**src/rtl/hbridge_deadtime.sv**
```systemverilog
// Sign-magnitude H-bridge gate driver with low-side recirculation, programmable
// dead interval on every configuration change, and a latched, synchronised fault.
module hbridge_deadtime #(
  parameter int unsigned DEADTIME = 50
) (
  input  logic clk,
  input  logic reset,
  input  logic enable,
  input  logic DIR,
  input  logic PWM,
  input  logic fault_n,
  output logic HA,
  output logic LA,
  output logic HB,
  output logic LB,
  output logic fault
);

  typedef enum logic [2:0] {
    S_IDLE = 3'd0,
    S_FWD  = 3'd1,
    S_REV  = 3'd2,
    S_LOW  = 3'd3,
    S_DEAD = 3'd4
  } state_t;

  localparam logic [15:0] RELOAD = 16'(DEADTIME - 32'd1);

  // Gate vector ordering is {HA, LA, HB, LB}.
  function automatic logic [3:0] gate_set(input state_t s);
    logic [3:0] g;
    case (s)
      S_FWD:   g = 4'b1001;
      S_REV:   g = 4'b0110;
      S_LOW:   g = 4'b0101;
      default: g = 4'b0000;
    endcase
    return g;
  endfunction

  state_t      state_r, prev_r, target_r;
  state_t      state_s, prev_s, target_s, desired_s;
  logic [15:0] cnt_r, cnt_s;
  logic        sync1_r, sync2_r;
  logic        fault_r, fault_s;
  logic [3:0]  gates_r, gates_s;

  // Fault latch update and desired drive configuration.
  always_comb begin
    fault_s   = fault_r;
    desired_s = S_IDLE;
    if (!sync2_r) begin
      fault_s = 1'b1;
    end else if (!enable) begin
      fault_s = 1'b0;
    end else begin
      fault_s = fault_r;
    end
    if (!enable || fault_s) begin
      desired_s = S_IDLE;
    end else if (PWM && DIR) begin
      desired_s = S_FWD;
    end else if (PWM) begin
      desired_s = S_REV;
    end else begin
      desired_s = S_LOW;
    end
  end

  // Next state, dead-interval bookkeeping and next gate vector.
  always_comb begin
    state_s  = state_r;
    prev_s   = prev_r;
    target_s = target_r;
    cnt_s    = cnt_r;
    gates_s  = 4'b0000;
    if (desired_s == S_IDLE) begin
      state_s = S_IDLE;
    end else begin
      case (state_r)
        S_DEAD: begin
          // A new target restarts the full interval; prev stays the last driven state.
          if (desired_s != target_r) begin
            target_s = desired_s;
            cnt_s    = RELOAD;
          end else if (cnt_r == 16'd0) begin
            state_s = target_r;
          end else begin
            cnt_s = cnt_r - 16'd1;
          end
        end
        S_IDLE, S_FWD, S_REV, S_LOW: begin
          if (desired_s != state_r) begin
            state_s  = S_DEAD;
            prev_s   = state_r;
            target_s = desired_s;
            cnt_s    = RELOAD;
          end else begin
            state_s = state_r;
          end
        end
        default: state_s = S_IDLE;
      endcase
    end
    if (state_s == S_DEAD) begin
      gates_s = gate_set(prev_s) & gate_set(target_s);
    end else begin
      gates_s = gate_set(state_s);
    end
  end

  // State, counter, synchroniser, fault latch and registered gate outputs.
  always_ff @(posedge clk) begin
    if (reset) begin
      state_r  <= S_IDLE;
      prev_r   <= S_IDLE;
      target_r <= S_IDLE;
      cnt_r    <= 16'd0;
      sync1_r  <= 1'b1;
      sync2_r  <= 1'b1;
      fault_r  <= 1'b0;
      gates_r  <= 4'b0000;
    end else begin
      state_r  <= state_s;
      prev_r   <= prev_s;
      target_r <= target_s;
      cnt_r    <= cnt_s;
      sync1_r  <= fault_n;
      sync2_r  <= sync1_r;
      fault_r  <= fault_s;
      gates_r  <= gates_s;
    end
  end

  assign HA    = gates_r[3];
  assign LA    = gates_r[2];
  assign HB    = gates_r[1];
  assign LB    = gates_r[0];
  assign fault = fault_r;

endmodule

```
**config.mk**
```make
export PLATFORM = sky130hd
export DESIGN_NAME = hbridge_deadtime
export DESIGN_NICKNAME = d
export VERILOG_FILES = /design/src/rtl/hbridge_deadtime.sv
export SDC_FILE = /design/constraint.sdc
export NUM_CORES = 1
export LEC_CHECK = 0
export CAP_MARGIN = 10
export CORE_MARGIN = 5
export CORE_UTILIZATION = 61
export DETAILED_ROUTE_END_ITERATION = 16
export PLACE_DENSITY = 0.79
export SLEW_MARGIN = 20
export SYNTH_ARGS = -nofsm -noshare
export SYNTH_HDL_FRONTEND = slang
export SYNTH_SLANG_ARGS = --single-unit
```
**constraint.sdc**
```tcl
create_clock -name clk -period 3 [get_ports clk]
set_input_delay 0.45 -clock clk [delete_from_list [all_inputs] [get_ports clk]]
set_output_delay 0.45 -clock clk [all_outputs]
set_load 0.02 [all_outputs]
```
Word level (Yosys, flattened, before mapping)

Cells that the tools add are included.

Bits in registers: 32

Reduce and logical (&&, ||, !) cells: 9
Equality and inequality tests: 18
Multiplexer cells: 27
Bitwise operators: 2
$add $sub $neg: 1

Operators by type and width:

| operator                | number |
|---|---|
| $mux W16                | 3 |
| $pmux W4 S3             | 3 |
| $pmux W16 S2            | 1 |
| $mux W3                 | 10 |
| $eq A3 B2 Y1 const B    | 8 |
| $logic_not A16 Y1       | 1 |
| $sub A16 B1 Y16 const B | 1 |
| $eq A3 B1 Y1 const B    | 4 |
| $mux W4                 | 3 |
| $pmux W3 S2             | 2 |
| $eq A3 B3 Y1 const B    | 2 |
| $logic_not A3 Y1        | 2 |
| $ne A3 B3 Y1            | 2 |
| $and A4 B4 Y4           | 1 |
| $mux W2                 | 2 |
| $reduce_and A4 Y1       | 1 |
| $reduce_or A4 Y1        | 1 |
| $mux W1                 | 3 |
| $ne A3 B3 Y1 const B    | 1 |
| $ne A2 B2 Y1 const B    | 1 |
| $reduce_bool A2 Y1      | 1 |
| $logic_and A1 B1 Y1     | 1 |
| $logic_not A1 Y1        | 1 |
| $logic_or A1 B1 Y1      | 1 |
| $not A1 Y1              | 1 |

Depth between registers and ports, before layout

Gate-level depths: netlist of the first run.

Word-level depth: 13
Mapped depth: 9

Worst setup path after synthesis of the first run

No wires, ideal clock.

Kind: reg-to-reg
Start point: reg fault_r, in the netlist fault
End point: reg cnt_r[15]
Library setup time: 0.071 ns
Period minus slack after synthesis: 2.135 ns
Arrival: 2.064 ns
Slack: 0.865 ns
Cell stages (with the launch flop): 8
Path through: dfxtp_1 and3b_1 buf_6 o21ba_1 and4_4 or4_4 or3_1 a21oi_1

Word-level cells in the longest chain between the ends: 7

RTL lines:

| element                                                     | line | text |
|---|---|---|
| from (decl)                                                 | 45   | `logic fault_r, fault_s;` |
| from (signal assigned)                                      | 130  | `fault_r <= fault_s;` |
| $mux W1 *                                                   | 54   | `end else if (!enable) begin` |
| $mux W1 *                                                   | 52   | `if (!sync2_r) begin` |
| $logic_or A1 B1 Y1 *                                        | 59   | `if (!enable \|\| fault_s) begin` |
| $mux W2 *                                                   | 59   |  |
| $ne A3 B3 Y1, or another cell as far along                  | 83   | `if (desired_s != target_r) begin` |
| $ne A3 B3 Y1 (no line), or another cell as far along        | n/a  |  |
| $reduce_and A4 Y1 (no line) or $pmux W16 S2 (tied branches) | n/a  |  |
| to (signal assigned)                                        | 127  | `cnt_r <= cnt_s;` |
| to (decl)                                                   | 43   | `logic [15:0] cnt_r, cnt_s;` |

Mark *: on every way between the ends. The rest lies on a longest branch, timed or not.
A chain may end at the register's enable or synchronous reset.

Worst setup path in the final report of the first run

Start point: in PWM
End point: reg cnt_r[15]

Word-level cells in the longest chain between the ends: 6

RTL lines:

| element                                                     | line   | text |
|---|---|---|
| from (decl)                                                 | 10     | `input logic PWM,` |
| $mux W1 or $logic_and A1 B1 Y1 (tied branches)              | 63, 61 |  |
| $mux W2 *                                                   | 61     | `end else if (PWM && DIR) begin` |
| $mux W2 *                                                   | 59     |  |
| $ne A3 B3 Y1, or another cell as far along                  | 83     |  |
| $ne A3 B3 Y1 (no line), or another cell as far along        | n/a    |  |
| $reduce_and A4 Y1 (no line) or $pmux W16 S2 (tied branches) | n/a    |  |

Marks and branches as above.

==> results.cfg, run 1 <==
[die]
dieArea_um2 = 3730
die_height_um = 61.1
die_w_um = 61.1
io_pins = 11
fp-row-count = 18
design.core.area_um2 = 2480
initial_core_util_pct = 64.2

[run_status]
run_status = complete, no violations

[min_path]
hold_start = sync1_r
hold-path-cell-count = 1
hold-path-endpoint = sync2_r
hold_path.class = flip-flop to flip-flop

[final_layout]
num-nets-final = 203
n_antenna_cell = 0
synthToLayoutAreaGrowth_pct = 11.2
area_of_all_placed_cells_without_fillers_um2 = 1770
post_route_cells_drive_above_1_share_pct = 12.7

[clocking]
post_cts.repair.setup_buffers = 0
worst_skew_pair.late_latency_ns = 0.34
cts_inserted_buffers = 5
cts.htree.levels = 2
cts_resized = 0
cts_tree = done
clock_pin_slew_worst_setup_and_hold_paths_ns = 0.10
numClockSinks = 32
clk_path_buf_depth = 2
root_buffer = sky130_fd_sc_hd__clkbuf_4
cts.hold.buffers_added = 0

[timing]
unrepaired_setup_endpoints_after_global_routing = no
final.min_clock_period_ns = 2.48
setup_violations = 0
final_setup_margin_ns = 0.524
final-hold-violation-count = 0
slew-limit-headroom_pct = 52.0
tns_ns = 0
fin_crit_sh_pct = 82.5
timing.fmax_mhz = 404
worst_slew_pin_slew_ns = 0.718
report.final.slew_viol_count = 0
final.setup_skew_ns = 0.0114

[global_routing]
grt_max_degree = 21
number_of_global_route_vias_before_repair = 1268
globalRouteOverflowTotal = 0
grt_util_overall_pct = 21.7
grt_antenna_before_repair = 0
first_pass_grt_wire_length_um = 5970

[critical_path]
rr_worst_depth = 9
setup.reg_to_reg.worst_slack_ns = 0.66
bufs_and_invs_on_worst_path = 1
timing.critical_path.fanout_max = 11
crit-reg2reg-capture = cnt_r[15]
arrival_ns = 2.75
cpMaxStageDelayCell = sky130_fd_sc_hd__clkdlybuf4s50_1
cp_cell_sequence = clkdlybuf4s50_1, nand3b_1, nand3_2, or2_4, or4_4, or3_1, a21oi_1
critical_path_s_largest_stage_delay_ns = 0.67
crit_type = input port to flip-flop
crit_path_end_kind = flip-flop
worst_r2r_startpoint = cnt_r[0]
critPathTopFamily = simple AND/OR/NAND/NOR gates
timing.critical_path.required_ns = 3.27
startpoint_type = input port

[pwr]
vdd_drop_max_mv = 0.405
leakage_component_of_the_power_nw = 0.686
power_density_nw_per_um2 = 512
totalPowerFinal_w = 0.000905

[logic_synthesis]
synth.yosys.seq_area_share_pct = 40.3
post_synth_inst_count = 184
synth.avg_cell_area_um2 = 8.64
syn-num-nets = 191
synth_warnings = 0
syn-cell-area_um2 = 1590
synth_area_leaders = sky130_fd_sc_hd__dfxtp_1 (40%), sky130_fd_sc_hd__nor2_1 (5.9%), sky130_fd_sc_hd__xor2_1 (5.0%), sky130_fd_sc_hd__a21oi_1 (3.5%), sky130_fd_sc_hd__nand4_1 (2.8%)
synth_top_area_share_pct = 40.3
yosys.area.top_type = sky130_fd_sc_hd__dfxtp_1
synth_cell_type_count = 51
synth_ff_type = sky130_fd_sc_hd__dfxtp_1
register_bit_count_reported_by_yosys = 32
postSynth.asyncResetShare_pct = 0
synth_enable_flop_cells = 0

[placement]
hpwlAfterDp_um = 2510
globalplace.congestion = 0.906
placement.setup.worst_slack_ns = 0.210
io_buf_count = 10
placement.cell_area_um2 = 1710

[route]
drt_pre_antenna_iters = 4
drtAntennaViolNets = 0
route.detailed.vias_per_inst = 6.20
detail_route.wirelength_um = 3390
wl_per_cell_um = 14.9
drcViolationCount = 0
detailroute.via_count = 1408
drtIter0Drc = 90

[job]
cap_viol_max_count = 0
==> Yosys cell counts (2+ instances only) <==
cell type and n:
sky130_fd_sc_hd__nor2_1 25, sky130_fd_sc_hd__nand2_1 8, sky130_fd_sc_hd__nor3_2 2, sky130_fd_sc_hd__o21bai_1 2, sky130_fd_sc_hd__o2111ai_1 2, sky130_fd_sc_hd__or3_1 7, sky130_fd_sc_hd__a21oi_1 11, sky130_fd_sc_hd__clkbuf_1 3
sky130_fd_sc_hd__a211oi_1 2, sky130_fd_sc_hd__o21ai_0 8, sky130_fd_sc_hd__nand4b_1 4, sky130_fd_sc_hd__mux2i_1 2, sky130_fd_sc_hd__nor3_1 5, sky130_fd_sc_hd__buf_4 2, sky130_fd_sc_hd__nor2b_1 4, sky130_fd_sc_hd__a311oi_1 3
sky130_fd_sc_hd__inv_1 4, sky130_fd_sc_hd__nand4_1 7, sky130_fd_sc_hd__xor2_1 9, sky130_fd_sc_hd__nand4bb_1 2, sky130_fd_sc_hd__nand3_1 7, sky130_fd_sc_hd__and2_1 2, sky130_fd_sc_hd__or2_2 2, sky130_fd_sc_hd__dfxtp_1 32
sky130_fd_sc_hd__nor4_1 2, sky130_fd_sc_hd__nand3b_1 2
==> worst max-delay path by stage <==
stage | startpoint | endpoint | slack [ns] | cells after the start
after floorplan | fault | cnt_r[15] | 0.87 | 7
after global placement | PWM | cnt_r[13] | 0.31 | 7
after detailed placement | PWM | cnt_r[15] | 0.21 | 7
after CTS | PWM | cnt_r[15] | 0.57 | 7
after global routing | PWM | cnt_r[13] | 0.42 | 7
final | PWM | cnt_r[15] | 0.52 | 7
==> per-stage QoR <==
stage | cells | util, % | hold slack (ns)
6_report | 227 | 71.4 | 0.421
5_1_grt | 227 | 71.4 | 0.444
4_1_cts | 227 | 71.4 | 0.424
3_5_place_dp | 219 | 68.9 | 0.402
3_3_place_gp | 219 | 68.9 | 0.397
2_1_floorplan | 184 | - | 0.389
==> routing by layer <==
metal | global-route usage, % | vias up | wire, um
met5 | 0 | - | 0
met4 | 8.98 | 0 | 68
met3 | 6.29 | 8 | 182
met2 | 31.1 | 38 | 1520
met1 | 30.3 | 669 | 1630
li1 | - | 693 | -
==> kinds of logic (layout without fill, tap and decap cells) <==
family | Yosys count | in the layout | share of synthesized area (%)
buffers and inverters | 13 | 26 | 4.17
muxes | 2 | 2 | 1.26
xor gates and xnor gates | 10 | 10 | 5.51
DFF | 32 | 32 | 40.3
AOI/OAI and AO/OA | 33 | 33 | 13.2
and+or+nand+nor | 93 | 93 | 34.8
adders and majority gates | 1 | 1 | 0.787
==> state kept, by name, summed over array words and instances, names as in the netlist <==
register and cells:
cnt_r 16, gates_r 4, prev_r 3, state_r 3, target_r 3, fault 1, sync1_r 1, sync2_r 1
==> worst register-to-register path, cell delays in order (launching register included) <==
cell and delay, ns:
sky130_fd_sc_hd__dfxtp_1 0.37, sky130_fd_sc_hd__inv_1 0.06, sky130_fd_sc_hd__ha_1 0.20, sky130_fd_sc_hd__or3b_2 0.25
sky130_fd_sc_hd__nor3_2 0.05, sky130_fd_sc_hd__buf_4 0.16, sky130_fd_sc_hd__and4_4 0.21, sky130_fd_sc_hd__or4_4 0.51
sky130_fd_sc_hd__or3_1 0.33, sky130_fd_sc_hd__a21oi_1 0.16
==> area by class of cell <==
type	count	area, um2
clock buffers	6	51.3
clock inverters	2	10.0
fillers	207	709
inverters	4	15.0
multi-input cells	139	883
flip-flops and latches	32	641
well taps	30	37.5
repair buffers	14	130
==> layout by cell type (no fill, tap or decap), types with 2 or more instances in the layout <==
cell	count
sky130_fd_sc_hd__inv_1	4
sky130_fd_sc_hd__a311oi_1	3
sky130_fd_sc_hd__clkbuf_4	5
sky130_fd_sc_hd__nor2b_1	4
sky130_fd_sc_hd__a211oi_1	2
sky130_fd_sc_hd__nand2_1	8
sky130_fd_sc_hd__mux2i_1	2
sky130_fd_sc_hd__o2111ai_1	2
sky130_fd_sc_hd__nor3_1	5
sky130_fd_sc_hd__nor3_2	2
sky130_fd_sc_hd__a21oi_1	11
sky130_fd_sc_hd__clkdlybuf4s50_1	10
sky130_fd_sc_hd__nand4bb_1	2
sky130_fd_sc_hd__o21bai_1	2
sky130_fd_sc_hd__or3_1	7
sky130_fd_sc_hd__dfxtp_1	32
sky130_fd_sc_hd__xor2_1	9
sky130_fd_sc_hd__and2_1	2
sky130_fd_sc_hd__buf_4	4
sky130_fd_sc_hd__clkinv_2	2
sky130_fd_sc_hd__nor4_1	2
sky130_fd_sc_hd__nor2_1	25
sky130_fd_sc_hd__nand4_1	7
sky130_fd_sc_hd__nand4b_1	4
sky130_fd_sc_hd__nand3_1	7
sky130_fd_sc_hd__or2_2	2
sky130_fd_sc_hd__o21ai_0	8
sky130_fd_sc_hd__nand3b_1	2
==> report_power, final <==
part	switching [W]	internal, W	total (W)
Clock	0.000146	0.000111	0.000257
Sequential	0.0000224	0.000447	0.000469
Combinational	0.000101	0.0000775	0.000179
Power figures use the tool's default switching activity.
==> run 2: changes to the inputs <==
Settings changed: CORE_UTILIZATION 61 to 52, PLACE_DENSITY 0.79 to 0.72.
Clock period 3 ns to 2 ns, I/O delays scaled along.
==> results.cfg, run 2 (same netlist as run 1, synthesis figures left out) <==
[critical_path]
timing.critical_path.required_ns = 2.29
timing.critical_path.fanout_max = 5
crit_type = flip-flop to flip-flop
arrival_ns = 2.40
crit_path_end_kind = flip-flop
rr_worst_depth = 8
startpoint_type = flip-flop

[clocking]
cts_inserted_buffers = 5
numClockSinks = 32
cts.htree.levels = 2
worst_skew_pair.late_latency_ns = 0.34
cts_tree = done
clk_path_buf_depth = 2
clock_pin_slew_worst_setup_and_hold_paths_ns = 0.10
root_buffer = sky130_fd_sc_hd__clkbuf_4
cts.hold.buffers_added = 0

[route]
detail_route.wirelength_um = 5150
route.detailed.vias_per_inst = 6.11
wl_per_cell_um = 18.4
drt_pre_antenna_iters = 4
drtIter0Drc = 178
drtAntennaViolNets = 0
detailroute.via_count = 1712
drcViolationCount = 0

[placement]
hpwlAfterDp_um = 3290
globalplace.congestion = 0.887
io_buf_count = 10
instance_count_after_placement_with_tap_cells_included = 263

[timing]
final.setup_skew_ns = 0.00825
timing.fmax_mhz = 474
whs_ns = 0.420
unrepaired_setup_endpoints_after_global_routing = yes
final.min_clock_period_ns = 2.11
setup_violations = 15
fin_crit_sh_pct = 105
final-hold-violation-count = 0
slew-limit-headroom_pct = 71.1
report.final.slew_viol_count = 0
final_setup_margin_ns = -0.110
worst_slew_pin_slew_ns = 0.432

[final_layout]
largest_register_ff_count = 16
largest-register = cnt_r
n_antenna_cell = 0
num-nets-final = 253
layout.cells.most_common = sky130_fd_sc_hd__buf_4
synthToLayoutAreaGrowth_pct = 49.3
final_cells = 280
biggestRegsByFlops = cnt_r: 16 flops, gates_r: 4 flops
layout.cells.most_common_list = sky130_fd_sc_hd__buf_4 (49), sky130_fd_sc_hd__dfxtp_1 (26), sky130_fd_sc_hd__nor2_1 (22)
post_route_cells_drive_above_1_share_pct = 45.7

[die]
initial_core_util_pct = 53.0
dieArea_um2 = 4260
die_w_um = 65.3
design.core.area_um2 = 3000
fp-row-count = 20
io_pins = 11
die_height_um = 65.3

[run_status]
violations = setup timing
run_status = finished, violations left

[global_routing]
grt_max_degree = 14
number_of_global_route_vias_before_repair = 1624
grt_antenna_before_repair = 0
globalRouteOverflowTotal = 0
grt_util_overall_pct = 23.0
first_pass_grt_wire_length_um = 7480

[min_path]
hold-path-cell-count = 1
hold_path.class = flip-flop to flip-flop

[pwr]
vdd_drop_max_mv = 0.634
power_density_nw_per_um2 = 672
leakage_component_of_the_power_nw = 0.962

[job]
cap_viol_max_count = 0
==> run 2: power by group <==
group	switching [W]	internal, W	leakage (nW)
Sequential	0.0000326	0.000668	0.264
Clock	0.000229	0.000167	0.0380
Combinational	0.000243	0.000255	0.660
==> run 2: final timing paths <==
check / end / slack [ns] / from
setup / recovery: cnt_r[15] / -0.11 / cnt_r[1]
hold / removal: sync2_r / 0.42 / sync1_r
setup reg to reg: cnt_r[15] / -0.11 / cnt_r[1]
hold reg to reg: sync2_r / 0.42 / sync1_r
==> run 2: layout make-up <==
| type | count | area [um2] |
|---|---|---|
| repair buffers | 64 | 520 |
| inverters | 4 | 15.0 |
| clock inverters | 2 | 10.0 |
| fillers | 181 | 629 |
| flip-flops and latches | 32 | 656 |
| multi-input cells | 139 | 1080 |
| well taps | 33 | 41.3 |
| clock buffers | 6 | 51.3 |
==> run 2: metrics by stage <==
stage	setup WS (ns)	instance area (um2)	setup TNS [ns]	util, %	power [W]
3_3_place_gp	-0.396	2040	-3.32	67.8	0.00107
6_report	-0.110	2370	-0.888	79.0	0.00159
3_5_place_dp	-0.526	2040	-5.36	67.8	0.00110
2_1_floorplan	-0.0196	1610	-0.0386	-	0.000924
5_1_grt	-0.192	2370	-2.33	79.0	0.00167
4_1_cts	-0.0954	2190	-0.151	72.8	0.00155
==> run 2: critical path, cell delays in order (launching register included) <==
cell and delay [ns]:
sky130_fd_sc_hd__dfxtp_2 0.36, sky130_fd_sc_hd__inv_2 0.05, sky130_fd_sc_hd__ha_4 0.15, sky130_fd_sc_hd__or3b_4 0.25, sky130_fd_sc_hd__nor3_4 0.05, sky130_fd_sc_hd__and4_4 0.17
sky130_fd_sc_hd__or4_4 0.51, sky130_fd_sc_hd__or3_4 0.40, sky130_fd_sc_hd__a21oi_2 0.12
==> run 2: timing repair <==
action | in CTS | in global routing
gates resized for setup | 24 | 32
endpoints found under the setup margin | 22 | 18
pin swaps | 10 | 15
buffers inserted | 2 | 6
gates cloned | 0 | 1
==> run 2: metal layers <==
layer	wire length (um)	GRT usage (%)	share of wire [%]
met5	0	0	0
met4	205	9.84	4.0
met3	240	5.81	4.7
met2	2660	39.4	52
met1	2050	27.1	40
